==> config.mk <==
export PLATFORM = sky130hd
export DESIGN_NAME = apple1_char_sender
export DESIGN_NICKNAME = d
export VERILOG_FILES = /design/src/rtl/apple1_term_pkg.sv /design/src/rtl/sync_fifo.sv /design/src/rtl/apple1_char_sender.sv
export SDC_FILE = /design/constraint.sdc
export NUM_CORES = 1
export LEC_CHECK = 0
export ABC_AREA = 1
export CAP_MARGIN = 20
export CORE_MARGIN = 5
export CORE_UTILIZATION = 50
export CTS_CLUSTER_SIZE = 8
export DETAILED_ROUTE_END_ITERATION = 8
export PLACE_DENSITY_LB_ADDON = 0.08
export SETUP_SLACK_MARGIN = 0.02
export SLEW_MARGIN = 20
export SYNTH_ARGS = -nofsm -noshare
export SYNTH_HDL_FRONTEND = slang
export SYNTH_HIERARCHICAL = 1
export SYNTH_SLANG_ARGS = --single-unit
==> constraint.sdc <==
create_clock -name cp -period 1.8 [get_ports cp]
set_input_delay 0.36 -clock cp [delete_from_list [all_inputs] [get_ports cp]]
set_output_delay 0.36 -clock cp [all_outputs]
set_load 0.05 [all_outputs]
==> src/rtl/apple1_term_pkg.sv <==
// Shared definitions for the Apple-1 terminal character path: character width
// and the sender handshake state encoding.
package apple1_term_pkg;

   localparam int CHAR_W = 7;

   typedef enum logic [1:0] {
      IDLE      = 2'd0,
      STROBE    = 2'd1,
      WAIT_ACK  = 2'd2,
      WAIT_DONE = 2'd3
   } term_state_e;

endpackage

==> src/rtl/sync_fifo.sv <==
// Single-clock FIFO with extra-MSB pointers; full/empty are plain compares of the
// registered pointers. A push while full is dropped, a pop while empty is ignored.
module sync_fifo #(
   parameter int DEPTH = 4,
   parameter int WIDTH = 7
) (
   input  logic             cp,
   input  logic             mr,
   input  logic             push,
   input  logic [WIDTH-1:0] push_data,
   input  logic             pop,
   output logic [WIDTH-1:0] pop_data,
   output logic             full,
   output logic             empty
);

   localparam int AW = $clog2(DEPTH);

   logic [WIDTH-1:0] r_mem [DEPTH];
   logic [AW:0]      r_wr_ptr;
   logic [AW:0]      r_rd_ptr;
   logic             w_push_ok;
   logic             w_pop_ok;

   assign empty     = (r_wr_ptr == r_rd_ptr);
   assign full      = (r_wr_ptr[AW] != r_rd_ptr[AW]) &&
                      (r_wr_ptr[AW-1:0] == r_rd_ptr[AW-1:0]);
   assign w_push_ok = push && !full;
   assign w_pop_ok  = pop && !empty;
   assign pop_data  = r_mem[r_rd_ptr[AW-1:0]];

   always_ff @(posedge cp) begin
      if (mr) begin
         r_wr_ptr <= '0;
         r_rd_ptr <= '0;
      end else begin
         if (w_push_ok) r_wr_ptr <= r_wr_ptr + 1'b1;
         if (w_pop_ok)  r_rd_ptr <= r_rd_ptr + 1'b1;
      end
   end

   // Storage needs no reset: entries are only readable once the pointers cover them.
   always_ff @(posedge cp) begin
      if (w_push_ok) r_mem[r_wr_ptr[AW-1:0]] <= push_data;
   end

endmodule

==> src/rtl/apple1_char_sender.sv <==
// Host-side character transmitter for the Apple-1 terminal: queues characters and
// hands them over one at a time with the DA/RDA strobe handshake.
import apple1_term_pkg::*;

module apple1_char_sender #(
   parameter int DEPTH       = 4,
   parameter int SYNC_STAGES = 2,
   parameter int ACK_TIMEOUT = 255
) (
   input  logic              cp,
   input  logic              mr,
   input  logic              wr_en,
   input  logic [CHAR_W-1:0] wr_data,
   output logic              full,
   output logic              empty,
   output logic [CHAR_W-1:0] d,
   output logic              da,
   input  logic              rda,
   output logic              busy,
   output logic              timeout
);

   localparam int CNT_W = (ACK_TIMEOUT > 0) ? $clog2(ACK_TIMEOUT + 1) : 1;

   term_state_e       r_state;
   logic [CHAR_W-1:0] r_d;
   logic              r_da;
   logic              r_timeout;
   logic [CNT_W-1:0]  r_cnt;
   logic              w_rda_s;
   logic              w_pop;
   logic              w_empty;
   logic [CHAR_W-1:0] w_head;

   sync_fifo #(.DEPTH(DEPTH), .WIDTH(CHAR_W)) u_fifo (
      .cp        (cp),
      .mr        (mr),
      .push      (wr_en),
      .push_data (wr_data),
      .pop       (w_pop),
      .pop_data  (w_head),
      .full      (full),
      .empty     (w_empty)
   );

   generate
      if (SYNC_STAGES == 0) begin : g_nosync
         assign w_rda_s = rda;
      end else begin : g_sync
         logic [SYNC_STAGES-1:0] r_sync;
         always_ff @(posedge cp) begin
            if (mr) begin
               r_sync <= '0;
            end else begin
               r_sync[0] <= rda;
               for (int i = 1; i < SYNC_STAGES; i++) r_sync[i] <= r_sync[i-1];
            end
         end
         assign w_rda_s = r_sync[SYNC_STAGES-1];
      end
   endgenerate

   // A still-busy terminal holds the queue; the pop and the load of d happen together.
   assign w_pop = (r_state == IDLE) && !w_empty && !w_rda_s;

   always_ff @(posedge cp) begin
      if (mr) begin
         r_state   <= IDLE;
         r_d       <= '0;
         r_da      <= 1'b0;
         r_timeout <= 1'b0;
         r_cnt     <= '0;
      end else begin
         case (r_state)
            IDLE: begin
               if (w_pop) begin
                  r_d     <= w_head;
                  r_state <= STROBE;
               end
            end
            STROBE: begin
               r_da    <= 1'b1;
               r_cnt   <= '0;
               r_state <= WAIT_ACK;
            end
            WAIT_ACK: begin
               if (w_rda_s) begin
                  r_da    <= 1'b0;
                  r_state <= WAIT_DONE;
               end else if (ACK_TIMEOUT != 0 && r_cnt == CNT_W'(ACK_TIMEOUT)) begin
                  r_da      <= 1'b0;
                  r_timeout <= 1'b1;
                  r_state   <= IDLE;
               end else if (r_cnt != '1) begin
                  r_cnt <= r_cnt + 1'b1;
               end
            end
            WAIT_DONE: begin
               if (!w_rda_s) r_state <= IDLE;
            end
            default: r_state <= IDLE;
         endcase
      end
   end

   assign empty   = w_empty;
   assign d       = r_d;
   assign da      = r_da;
   assign busy    = (r_state != IDLE);
   assign timeout = r_timeout;

endmodule

==> metrics.yaml, run 1 <==
placed_design:
  place_inst: 369
  hpwl_mm: 3.29
  place.gp.congestion: 0.765
  io_buffers: 22
cells_and_area:
  drive_gt1_frac: 0.182
  diodes: 0
  fill_cells: 406
  fin_nets: 332
  fin_cells: 386
  syn_to_final_growth_pct: 21.1
power_and_ir_drop:
  internal_power_mw: 2.62
  power_frac_seq: 0.384
  switching_share: 0.400
  p_clk_frac: 0.225
  p_leak_nw: 1.24
  ir_drop_mv: 0.772
  powerDensity_mw_per_mm2: 1440
  comb_power_share: 0.391
  p_switching_mw: 1.75
setup_path:
  arrival_ps: 1310
  critPathRequiredTime_ps: 1440
  path_delay_family: "flip-flops"
  cp_slowest_stage_delay_ps: 370
  cp.buffers_inverters: 3
  cpMaxStageDelayCell: "dfxtp_4"
  worstPathMaxFanout: 6
  start_kind: "flop"
  critPathKind: "flop to primary output"
  cp_cell_sequence: "inv_1 > nand2_1 > nand2_2 > nand3_4 > clkinvlp_4 > buf_12"
  end_kind: "primary output"
drt:
  drt_iter0_drc: 71
  firstDrtPassIters: 6
  wl_met1_mm: 2.09
  drc: 0
  routed-wl-met3_um: 173
  via_count: 1860
  routed.top_layer: "met4"
  vias_per_cell: 4.82
  wl_met2_mm: 2.25
  wirelength_mm: 4.60
  drtAntennaViolNets: 0
  wl_per_cell_um: 11.9
die:
  die_w_um: 80.7
  core_mm2: 0.00479
  pin_count: 23
  start_util: 0.523
  fp-row-count: 25
  die_h_um: 80.7
  die_area_mm2: 0.00652
logic_synthesis:
  synth-seq-cells: 57
  synthCells: 279
  ys_warn_count: 6
  synth.distinct_cells: 24
  syn_area_per_cell_um2: 8.96
  netlist_area_mm2: 0.00250
  syn-num-nets: 296
  yosysSeqAreaShare: 0.568
sta:
  tns_ps: 0
  fin_crit_sh: 0.930
  hold_viol: 0
  period_needed_ps: 1670
  fmax_mhz: 597
  rsz0062_at_grt: "false"
  clock_skew_ps: 8.94
  setup_viol: 0
  finalMaxSlewViolations: 0
  slew_headroom: 0.733
  tightestPinTransition_ps: 401
clock_tree:
  cts_max_level: 3
  cts.path.max_buffers: 2
  cts_tree: "yes"
  cts_buffers: 9
  clk_pin_slew_ps: 70
  insertion_delay_ps: 330
  cts-hold-fix-buffers: 0
  root_buffer: "clkbuf_8"
  numClockSinks: 57
global_routing:
  grt_max_degree: 15
  grt_pass1_vias: 1770
  grt_pass1_wl_mm: 7.79
  track_usage: 0.161
  grt_overflow: 0
  antenna_found_initial: 0
flow_run:
  maxCapViolCount: 0
outcome:
  status: "complete, no violations"
hold_path:
  hold_path_class: "flop to flop"
power by group through the flow:
stage	registers (mW)	clock network, mW	logic [mW]
final	1.67	0.983	1.71
after global routing	1.70	1.08	1.88
after CTS	1.67	1.01	1.67
after detailed placement	1.70	0	1.67
after global placement	1.70	0	1.65
after floorplan	1.89	0	0.969
final timing paths:
| kind | startpoint | cells past startpoint | end | slack [ps] |
|---|---|---|---|---|
| worst max-delay path | u_fifo/r_wr_ptr[0] | 6 | empty | 130 |
| worst min register to register | g_sync.r_sync[0] | 2 | g_sync.r_sync[1] | 410 |
| worst max register to register | u_fifo/r_wr_ptr[0] | 12 | u_fifo/r_rd_ptr[2] | 200 |
| worst min-delay path | g_sync.r_sync[0] | 2 | g_sync.r_sync[1] | 410 |
metrics by stage:
step | utilization | total power, mW | worst slack [ps] | area, µm² | hold WS [ps]
floorplan | - | 2.86 | 32.2 | 2510 | 388
global placement | 0.594 | 3.35 | 111 | 2840 | 391
detailed placement | 0.594 | 3.37 | 48.8 | 2840 | 400
CTS | 0.628 | 4.36 | 38.0 | 3010 | 410
global route | 0.633 | 4.65 | 29.4 | 3030 | 429
finish | 0.633 | 4.36 | 125 | 3030 | 406
final cells by class:
type,instances,area (µm²),share of cell area
clock buffers,9,124,0.0409
flip-flops and latches,57,1430,0.472
multi-input cells,179,920,0.304
inverters,39,155,0.0512
clock inverters,6,36.3,0.0120
repair buffers,29,280,0.0925
well taps,67,83.8,0.0277
cells by family after synthesis:
kind of cell	Yosys count	share of synthesized area
XOR/XNOR	1	0.00350
flip-flops	57	0.568
adder cells (fa/ha/maj)	6	0.0300
AND/OR/NAND/NOR	126	0.232
buffers and inverters	43	0.0660
AO/OA/AOI/OAI	46	0.100
synth_stat cells:
cell	n	area (µm²)
nand2_4	1	11.3
o22ai_1	7	43.8
dfxtp_1	29	581
o21ai_1	2	10.0
buf_2	3	15.0
inv_2	2	7.51
clkbuf_1	1	3.75
o21ai_0	22	110
xor2_1	1	8.76
o21bai_1	1	7.51
nand3_4	3	52.6
ha_1	6	75.1
nand4_1	2	12.5
nand2_2	5	31.3
a31oi_1	1	6.26
nor3_1	1	5.00
a21oi_2	2	17.5
nand3_1	14	70.1
a21oi_1	11	55.1
nor2_1	51	191
nand2_1	46	173
inv_1	37	139
nor2_4	3	33.8
edfxtp_1	28	841
routing by layer:
layer / up-vias / GRT usage
met5: - / 0
met4: 0 / 0.0811
met3: 9 / 0.0437
met2: 21 / 0.272
met1: 845 / 0.187
li1: 985 / -
registers in the layout, indices dropped and copies added (netlist names), named ones only:
register and flops:
da 1, r_state 2, u_fifo/r_wr_ptr 3, timeout 1, u_fifo/r_rd_ptr 3, d 7, u_fifo/r_mem 28, g_sync.r_sync 2
r_cnt 8
cell usage in the layout, fill, tap and decap left out, types with 3 or more instances in the layout:
cell / instances
buf_12: 3
nand3_4: 3
inv_1: 35
edfxtp_1: 28
a21oi_1: 11
clkinvlp_4: 4
buf_4: 16
clkbuf_8: 9
nand2_1: 45
nand2_2: 6
dfxtp_2: 4
o22ai_1: 7
nand3_1: 14
dfxtp_1: 24
clkdlybuf4s50_1: 10
o21ai_0: 22
nor2_1: 50
nor2_4: 3
ha_1: 6
worst min-delay path, cell delays in order, from the launching register on:
cell and delay, ps:
dfxtp_1 300, inv_1 40, nor2_1 30
repair_timing:
action,in CTS,in global routing
gates resized for setup,2,6
pin swaps,0,1
cloned,0,0
buffers inserted,0,2
endpoints found under the setup margin,1,7
Note: power is estimated with default switching activity, not from simulation.
==> run 2, diff against run 1 <==
- GPL_TIMING_DRIVEN: unset -> 0
==> run 2 against run 1 <==
  * Clock power is 32% higher
  * Global-route usage is 0.42 points higher
  * Die area stayed put
  * Largest power group is now registers
  * Largest cell class unchanged
  * Non-clock buffer count is 1 lower
  * Critical endpoint unchanged
  * Clock skew is 6.1 ps higher
==> metrics.yaml, run 2 (synthesis gave the netlist of run 1 again) <==
cells_and_area:
  syn_to_final_growth_pct: 22.2
  finalInstanceArea_mm2: 0.00306  # +0.87%
  drive_gt1_frac: 0.154  # -0.0282
  largest_reg_flops: 28  # unchanged
  fill_cells: 414  # +2.0%
  fin_nets: 331  # -0.30%
  final_cell_mix: "nor2_1, nand2_1, inv_1, edfxtp_1, dfxtp_1"
  final_common_cell: "nor2_1"
  diodes: 0  # unchanged
  final_util: 0.638  # +0.00549
flow_run:
  maxCapViolCount: 0  # unchanged
die:
  die_w_um: 80.7  # unchanged
  pin_count: 23  # unchanged
  core_mm2: 0.00479  # unchanged
  die_area_mm2: 0.00652  # unchanged
  start_util: 0.523  # unchanged
  die_h_um: 80.7  # unchanged
  fp-row-count: 25  # unchanged
setup_path:
  arrival_ps: 1340  # +30 ps
  start_kind: "flop"
  end_kind: "primary output"
  worstPathMaxFanout: 7  # +1
  critPathRequiredTime_ps: 1440  # about the same
  critPathKind: "flop to primary output"
sta:
  finalWorstSetupSlack_ps: 99.3  # -26.1 ps
  hold_viol: 0  # unchanged
  finalMaxSlewViolations: 0  # unchanged
  clock_skew_ps: 15.0  # +6.09 ps
  tightestPinTransition_ps: 490  # +89.3 ps
  fmax_mhz: 588  # -1.5%
  setup_viol: 0  # unchanged
  period_needed_ps: 1700  # +26.1 ps
  hold_slack_ps: 415  # +8.86 ps
  slew_headroom: 0.675  # -0.0580
  rsz0062_at_grt: "true"
  fin_crit_sh: 0.945  # +0.0145
drt:
  drtAntennaViolNets: 0  # unchanged
  via_count: 1843  # -0.91%
  vias_per_cell: 4.77  # -0.91%
  firstDrtPassIters: 4  # -2
  drc: 0  # unchanged
  wirelength_mm: 4.63  # +0.54%
  wl_per_cell_um: 12.0  # +0.54%
  drt_iter0_drc: 58  # -18%
placed_design:
  dpl_worst_slack_ps: -212  # -261 ps
  hpwl_mm: 3.17  # -3.7%
  place_area_mm2: 0.00282  # -0.92%
  place.gp.congestion: 0.733  # -4.2%
  io_buffers: 22  # unchanged
clock_tree:
  cts_tree: "yes"
  cts_buffers: 9  # unchanged
  insertion_delay_ps: 340  # about the same
  cts.path.max_buffers: 2  # unchanged
  cts-hold-fix-buffers: 0  # unchanged
  cts_max_level: 3  # unchanged
  root_buffer: "clkbuf_8"
  clk_pin_slew_ps: 60  # about the same
  numClockSinks: 57  # unchanged
power_and_ir_drop:
  ir_drop_mv: 0.939  # +22%
  total_power_mw: 4.55  # +4.2%
  p_leak_nw: 1.27  # +1.8%
  powerDensity_mw_per_mm2: 1490  # +3.3%
global_routing:
  grt_pass1_vias: 1742  # -1.6%
  grt_overflow: 0  # unchanged
  grt_max_degree: 13  # -2
  grt_pass1_wl_mm: 7.87  # +1.1%
  antenna_found_initial: 0  # unchanged
  track_usage: 0.165  # +0.00419
outcome:
  status: "complete, no violations"
hold_path:
  hold_path_class: "flop to flop"
## run 2: changes by cell type in the layout (fill, tap and decap cells not counted), sizes merged, moves of 2 or more
| cell | change |
|---|---|
| dlygate4sd2 | +9 |
| clkbuf | +3 |
| buf | -12 |
| bufinv | +2 |
| inv | +2 |
| clkinv | -4 |
## run 2: layout make-up
class | count | area [µm²] | share of cell area
inverters | 39 | 155 | 0.0508
plain buffers | 4 | 18.8 | 0.00614
repair buffers | 24 | 228 | 0.0745
flip-flops and latches | 57 | 1430 | 0.468
well taps | 67 | 83.8 | 0.0274
multi-input cells | 179 | 927 | 0.303
clock inverters | 5 | 81.3 | 0.0266
clock buffers | 11 | 131 | 0.0430
## run 2: metal layers
metal,part of all wire,wire [µm],global-route usage
met1,0.46,2120,0.188
met2,0.49,2260,0.279
met3,0.035,161,0.0415
met4,0.019,87,0.0980
met5,0,0,0
## run 2: what timing repair did
item | in CTS | in global routing
setup endpoints to repair | 33 | 3
hold endpoints to repair | 0 | 0
gates cloned | 0 | 0
setup buffers | 0 | 2
resized for setup | 29 | 7
pin swaps | 0 | 1
## run 2: worst paths after layout
check                  endpoint  cells after the start                from  slack (ps)
max reg2reg  u_fifo/r_rd_ptr[2]                     13  u_fifo/r_wr_ptr[0]         180
min            g_sync.r_sync[1]                      2    g_sync.r_sync[0]         410
min reg2reg    g_sync.r_sync[1]                      2    g_sync.r_sync[0]         410
max                       empty                      6  u_fifo/r_wr_ptr[1]         100
## run 2: critical path, cell delays in order (launching register included)
cell        delay, ps
dfxtp_4           360
inv_1              90
nand2_1            70
nand2_2           110
nand3_4           130
clkinvlp_4        110
buf_6             150
## run 2: through the flow
step                cells  TNS (ps)
floorplan             279         0
global placement      368     -3650
detailed placement    368     -3900
CTS                   384         0
global route          386         0
finish                386         0
## run 2: where the power goes
group	internal (mW)	switching, mW	total, mW	leakage, nW
Clock	0.781	0.522	1.30	0.100
Combinational	0.479	1.08	1.56	0.668
Sequential	1.54	0.142	1.68	0.497
==> run 3, diff against run 2 <==
- ABC_CLOCK_PERIOD_IN_PS: unset -> 1800
==> results of run 3 <==
Same layout as run 2: the final DEF is identical, and so are final timing and power.
